`config.mk`:
```
export PLATFORM = sky130hd
export DESIGN_NAME = alu
export DESIGN_NICKNAME = d
export VERILOG_FILES = /design/src/rtl/alu.sv
export SDC_FILE = /design/constraint.sdc
export NUM_CORES = 1
export LEC_CHECK = 0
export CAP_MARGIN = 0
export CORE_MARGIN = 2
export CORE_UTILIZATION = 52
export CTS_BUF_LIST = sky130_fd_sc_hd__clkbuf_2 sky130_fd_sc_hd__clkbuf_4 sky130_fd_sc_hd__clkbuf_8
export DETAILED_ROUTE_END_ITERATION = 8
export HOLD_SLACK_MARGIN = 0.08
export PLACE_DENSITY = 0.82
export SLEW_MARGIN = 20
export SYNTH_ARGS = -nofsm -noshare
export SYNTH_HDL_FRONTEND = slang
export SYNTH_SLANG_ARGS = --single-unit
```
`constraint.sdc`:
```
create_clock -name i_clk -period 3.6 [get_ports i_clk]
set_input_delay 1.08 -clock i_clk [delete_from_list [all_inputs] [get_ports i_clk]]
set_output_delay 1.08 -clock i_clk [all_outputs]
set_load 0.1 [all_outputs]
```
`src/rtl/alu.sv`:
```
// Registered BITS-wide ALU: ADD/SUB with carry/borrow-in, AND, XOR, carry and signed-overflow flags.
// Optional feature: define ALU_SATURATE_EN to clamp overflowing ADD/SUB results to the signed limit.
module alu #(
  parameter int BITS = 8
) (
  input  logic            i_clk,
  input  logic            i_rst,
  input  logic [BITS-1:0] i_a,
  input  logic [BITS-1:0] i_b,
  input  logic            i_carry,
  input  logic [1:0]      i_op,
  output logic [BITS-1:0] o_out,
  output logic            o_carry,
  output logic            o_ERR
);

  typedef enum logic [1:0] {
    OP_ADD = 2'b00,
    OP_SUB = 2'b01,
    OP_AND = 2'b10,
    OP_XOR = 2'b11
  } op_e;

`ifdef ALU_SATURATE_EN
  localparam logic [BITS-1:0] POS_LIMIT = {1'b0, {(BITS-1){1'b1}}};
  localparam logic [BITS-1:0] NEG_LIMIT = {1'b1, {(BITS-1){1'b0}}};
`endif

  logic [BITS:0]   cin_ext;
  logic [BITS:0]   sum_ext;
  logic [BITS:0]   diff_ext;
  logic [BITS-1:0] result_next;
  logic            carry_next;
  logic            ovf_next;

  // One extra bit on add/sub: its MSB is the carry-out, or the borrow when the difference goes negative.
  always_comb begin
    cin_ext     = {{BITS{1'b0}}, i_carry};
    sum_ext     = {1'b0, i_a} + {1'b0, i_b} + cin_ext;
    diff_ext    = {1'b0, i_a} - {1'b0, i_b} - cin_ext;
    result_next = '0;
    carry_next  = 1'b0;
    ovf_next    = 1'b0;
    case (op_e'(i_op))
      OP_ADD: begin
        result_next = sum_ext[BITS-1:0];
        carry_next  = sum_ext[BITS];
        ovf_next    = (i_a[BITS-1] == i_b[BITS-1]) && (sum_ext[BITS-1] != i_a[BITS-1]);
      end
      OP_SUB: begin
        result_next = diff_ext[BITS-1:0];
        carry_next  = diff_ext[BITS];
        ovf_next    = (i_a[BITS-1] != i_b[BITS-1]) && (diff_ext[BITS-1] != i_a[BITS-1]);
      end
      OP_AND: result_next = i_a & i_b;
      OP_XOR: result_next = i_a ^ i_b;
      default: ;
    endcase
`ifdef ALU_SATURATE_EN
    // Overflow direction follows the sign of A for both ADD and SUB.
    if (ovf_next) begin
      result_next = i_a[BITS-1] ? NEG_LIMIT : POS_LIMIT;
    end
`endif
  end

  always_ff @(posedge i_clk) begin
    if (i_rst) begin
      o_out   <= '0;
      o_carry <= 1'b0;
      o_ERR   <= 1'b0;
    end else begin
      o_out   <= result_next;
      o_carry <= carry_next;
      o_ERR   <= ovf_next;
    end
  end

endmodule

```
# Yosys cells after proc, flatten, opt, wreduce, memory -nomap -nowiden
# Cells that the tools add are included.
# Widths: inputs -> output; s select.
totals:
  regBits: 10
  input_bits: 21
classes:
  addsub: 4
  eq_ne: 7
  n_mux: 3
  bitwise: 2
  n_reduce_logical: 3
ops:
  columns: ["op", "n"]
  rows:
  - ["$pmux 8 s4", 1]
  - ["$add 8x8->9", 1]
  - ["$add 9x1->9", 1]
  - ["$sub 8x8->9", 1]
  - ["$sub 9x1->9", 1]
  - ["$and 8x8->8", 1]
  - ["$xor 8x8->8", 1]
  - ["$eq 2x2->1 const B", 2]
  - ["$pmux 1 s2", 2]
  - ["$ne 1x1->1", 3]
  - ["$eq 2x1->1 const B", 1]
  - ["$logic_and 1x1->1", 2]
  - ["$logic_not 2->1", 1]
  - ["$eq 1x1->1", 1]

# Depth between registers and ports, before layout
logic_depth:
  word_depth: 5
  depth_mapped: 10
  ltp_nobuf: 10

# Least setup slack after synthesis
# No wires, ideal clock.
synth_timing:
  kind: "input to register"
  start: "input port i_a[0]"
  end: "register o_out[6]"
  setup_ns: 0.112
  arrival_ns: 2.914
  slack_ns: 0.574
  path_stages: 10
  n_path_buf: 0
  cell_sequence: "inv_1 fa_1 inv_1 fa_1 nand2b_1 a2111oi_2 nor2_1 xor2_1 o2bb2ai_1 a2111oi_1"
synth_between:
  elab_chain_cells: 3
synth_lines:
  columns: ["item", "line_no", "text"]
  rows:
  - ["start: declaration", "8", "input logic [BITS-1:0] i_a,"]
  - ["$sub 8x8->9 or $add 8x8->9 (tied branches)", "40, 39", null]
  - ["$sub 9x1->9 or $add 9x1->9 (tied branches)", "40, 39", null]
  - ["$pmux 8 s4 *", "44", "case (op_e'(i_op))"]
  - ["end signal: assignment", "73", "o_out <= result_next;"]
  - ["end: declaration", "12", "output logic [BITS-1:0] o_out,"]
# Every way passes the cells marked *; elsewhere a longest branch is shown, timed or not.
# A chain may end at the register's enable or synchronous reset.

# Worst setup path in the final report
layout_timing:
  start: "input port i_a[0]"
  end: "register o_out[3]"
# Same word-level chain as after synthesis.

==> flow_metrics.env <==
export IMPL_cts_buffers=3
export IMPL_critPathBufInv=3
export IMPL_synth_edf_count=0
export IMPL_die_w_um=55.1
export IMPL_synthArstFlopShare_pct=0
export IMPL_synth_fp_nets=213
export IMPL_pre_cts_ws_ns=-0.131
export IMPL_grt_util_all_layers_pct=24.2
export IMPL_clock_sinks=10
export IMPL_final_hold_viol_count=0
export IMPL_cts_htree_levels=1
export IMPL_synthCells=166
export IMPL_layout_setup_ws_ns=0.166
export IMPL_ctsLongestPathBuffers=2
export IMPL_grt_start_max_net_pins=18
export IMPL_worst_path_max_delay_cell="fa_1"
export IMPL_synth_seq_cells=10
export IMPL_max_slew_margin_rel_pct=55.5
export IMPL_cp_common_cell="inv_1"
export IMPL_cp_start_kind="primary input"
export IMPL_cts_tree="done"
export IMPL_post_route_min_period_ns=3.43
export IMPL_fmax_mhz=291
export IMPL_status="complete, no violations"
export IMPL_path_cells="clkdlybuf4s50_1, inv_1, fa_1, inv_1, ha_1, o21ai_1, nand3b_1, xnor2_1, mux4_1, nor2_1"
export IMPL_syn_area_per_cell_um2=8.19
export IMPL_drcViolationCount=0
export IMPL_yosys_area_top_type="ha_1"
export IMPL_irDropWorstVdd_v=0.000287
export IMPL_min_period_over_period_pct=95.4
export IMPL_cts_setup_buffers=0
export IMPL_leakagePower_nw=0.795
export IMPL_syn_to_final_growth_pct=27.7
export IMPL_critPathRequiredTime_ns=3.80
export IMPL_yosysSeqAreaShare_pct=14.7
export IMPL_layout_nets=247
export IMPL_wl_per_cell_um=14.7
export IMPL_viasPerCell=5.72
export IMPL_syn_area_mm2=0.00136
export IMPL_worst_slew_pin_slew_ns=0.665
export IMPL_hold_class="primary input to flop"
export IMPL_clockRootBuffer="clkbuf_4"
export IMPL_io_buffers=30
export IMPL_power_density_mw_per_mm2=335
export IMPL_power_frac_comb_pct=61.1
export IMPL_dp_hpwl_mm=2.76
export IMPL_fp_dieH_um=55.1
export IMPL_clock_power_share_pct=17.2
export IMPL_crit_path_end_kind="flop"
export IMPL_drtIter0Drc=31
export IMPL_vias=1309
export IMPL_power_mw=0.581
export IMPL_rows=18
export IMPL_ys_top_cells_by_area="ha_1 (20%), dfxtp_1 (15%), inv_1 (8.0%), fa_1 (5.9%), nor2_1 (3.9%)"
export IMPL_cts_resized=0
export IMPL_cp_arrival_ns=3.63
export IMPL_grt_pass1_wl_mm=5.27
export IMPL_setup_viol=0
export IMPL_yosysWarnings=0
export IMPL_drv_slew=0
export IMPL_drtPass1Iterations=4
export IMPL_rsz0062_at_grt="false"
export IMPL_synth_top_area_share_pct=20.3
export IMPL_p_int_mw=0.314
export IMPL_grt_overflow_total=0
export IMPL_criticalPathCategory="primary input to flop"
export IMPL_p_sw_mw=0.266
export IMPL_coreArea_mm2=0.00248
export IMPL_ioPinCount=31
export IMPL_ys_types=45
export IMPL_min_from="i_a[7]"
export IMPL_drive_gt1_share_pct=13.6
export IMPL_start_util_pct=54.8
export IMPL_first_global_vias=1271
export IMPL_dieArea_mm2=0.00304
export IMPL_cts_hold_buffers=0
export IMPL_crit_family="adder cells"
export IMPL_startpoint="i_a[0]"
export IMPL_synth_ff_type="dfxtp_1"
export IMPL_maxCapViolCount=0
export IMPL_antenna_found_initial=0
export IMPL_clkTransAtPathRegs_ns=0.07
export IMPL_routed_wl_mm=3.36
export IMPL_slowest_delay_ns=0.60
export IMPL_p_sw_share_pct=45.9
export IMPL_crit_fanout=3
export IMPL_antennaDiodeCount=0
export IMPL_pwr_share_seq_pct=21.7
export IMPL_antenna_left=0
export IMPL_gp_congestion=0.881
layout make-up:
type / instances / area [µm²]
Inverter: 30 / 113
Fill cell: 209 / 742
Tap cell: 30 / 37.5
Timing Repair Buffer: 34 / 305
Sequential cell: 10 / 200
Clock buffer: 4 / 36.3
Multi-Input combinational cell: 121 / 1040
stage by stage:
step	cells	util (%)	hold slack (ns)	setup TNS, ns	area, µm²
2_1_floorplan	166	-	1.27	0	1360
4_1_cts	229	69.3	1.46	0	1720
6_report	229	70.1	1.46	0	1740
3_5_place_dp	225	67.9	1.58	-0.306	1680
3_3_place_gp	225	67.9	1.58	-0.0288	1680
5_1_grt	229	70.1	1.50	0	1740
power by group through the flow:
stage               clock network [mW]  registers (mW)  logic, mW
global placement                     0           0.129      0.334
finish                           0.100           0.126      0.355
detailed placement                   0           0.129      0.344
global route                     0.107           0.128      0.382
floorplan                            0           0.218      0.167
CTS                              0.100           0.126      0.346
routing by layer:
layer,vias to the layer above,GRT usage [%],share of wire [%]
met5,-,0,0
met4,0,11.0,1.6
met3,8,2.15,5.3
met2,49,45.0,52
met1,604,27.5,41
li1,648,-,-
cell usage after synthesis (2+ instances only):
cell type	number
nand2_1	9
xor2_1	3
a21oi_1	10
a22oi_1	2
inv_1	29
nand2b_1	4
a211oi_1	2
xnor2_1	5
ha_1	22
fa_1	4
dfxtp_1	10
o21ai_0	9
a2111oi_2	2
nor2_1	14
o21a_1	5
mux2i_1	2
clkbuf_1	4
o31ai_1	2
nor3_1	2
cell usage in the layout, fill, tap and decap left out, types with 2 or more instances in the layout:
| cell | Yosys | routed |
|---|---|---|
| a2111oi_2 | 2 | 2 |
| a211oi_1 | 2 | 2 |
| a21oi_1 | 10 | 10 |
| a22oi_1 | 2 | 2 |
| buf_4 | 0 | 14 |
| clkbuf_4 | 0 | 3 |
| clkdlybuf4s50_1 | 0 | 20 |
| dfxtp_1 | 10 | 10 |
| fa_1 | 4 | 4 |
| ha_1 | 22 | 22 |
| inv_1 | 29 | 29 |
| mux2i_1 | 2 | 2 |
| nand2_1 | 9 | 9 |
| nand2b_1 | 4 | 4 |
| nor2_1 | 14 | 14 |
| nor3_1 | 2 | 2 |
| o21a_1 | 5 | 5 |
| o21ai_0 | 9 | 8 |
| o21ai_1 | 1 | 2 |
| o31ai_1 | 2 | 2 |
| xnor2_1 | 5 | 5 |
| xor2_1 | 3 | 3 |
final timing paths:
path / slack [ns] / endpoint / depth (start not counted)
hold / removal: 1.46 / o_ERR$_SDFF_PP0_ / 3
setup / recovery: 0.17 / o_out[3]$_SDFF_PP0_ / 10
logic make-up after synthesis:
group,share of synthesized area [%]
AO/OA/AOI/OAI,26.2
AND/OR/NAND/NOR,13.0
buffers and inverters,9.76
adder cells (fa/ha/maj),26.2
flip-flops,14.7
XOR/XNOR,5.16
multiplexers,5.06
flip-flops by register name, indices dropped and copies added, names as in the netlist:
signal   flops
o_out        8
o_ERR        1
o_carry      1
Note: power is estimated with default switching activity, not from simulation.
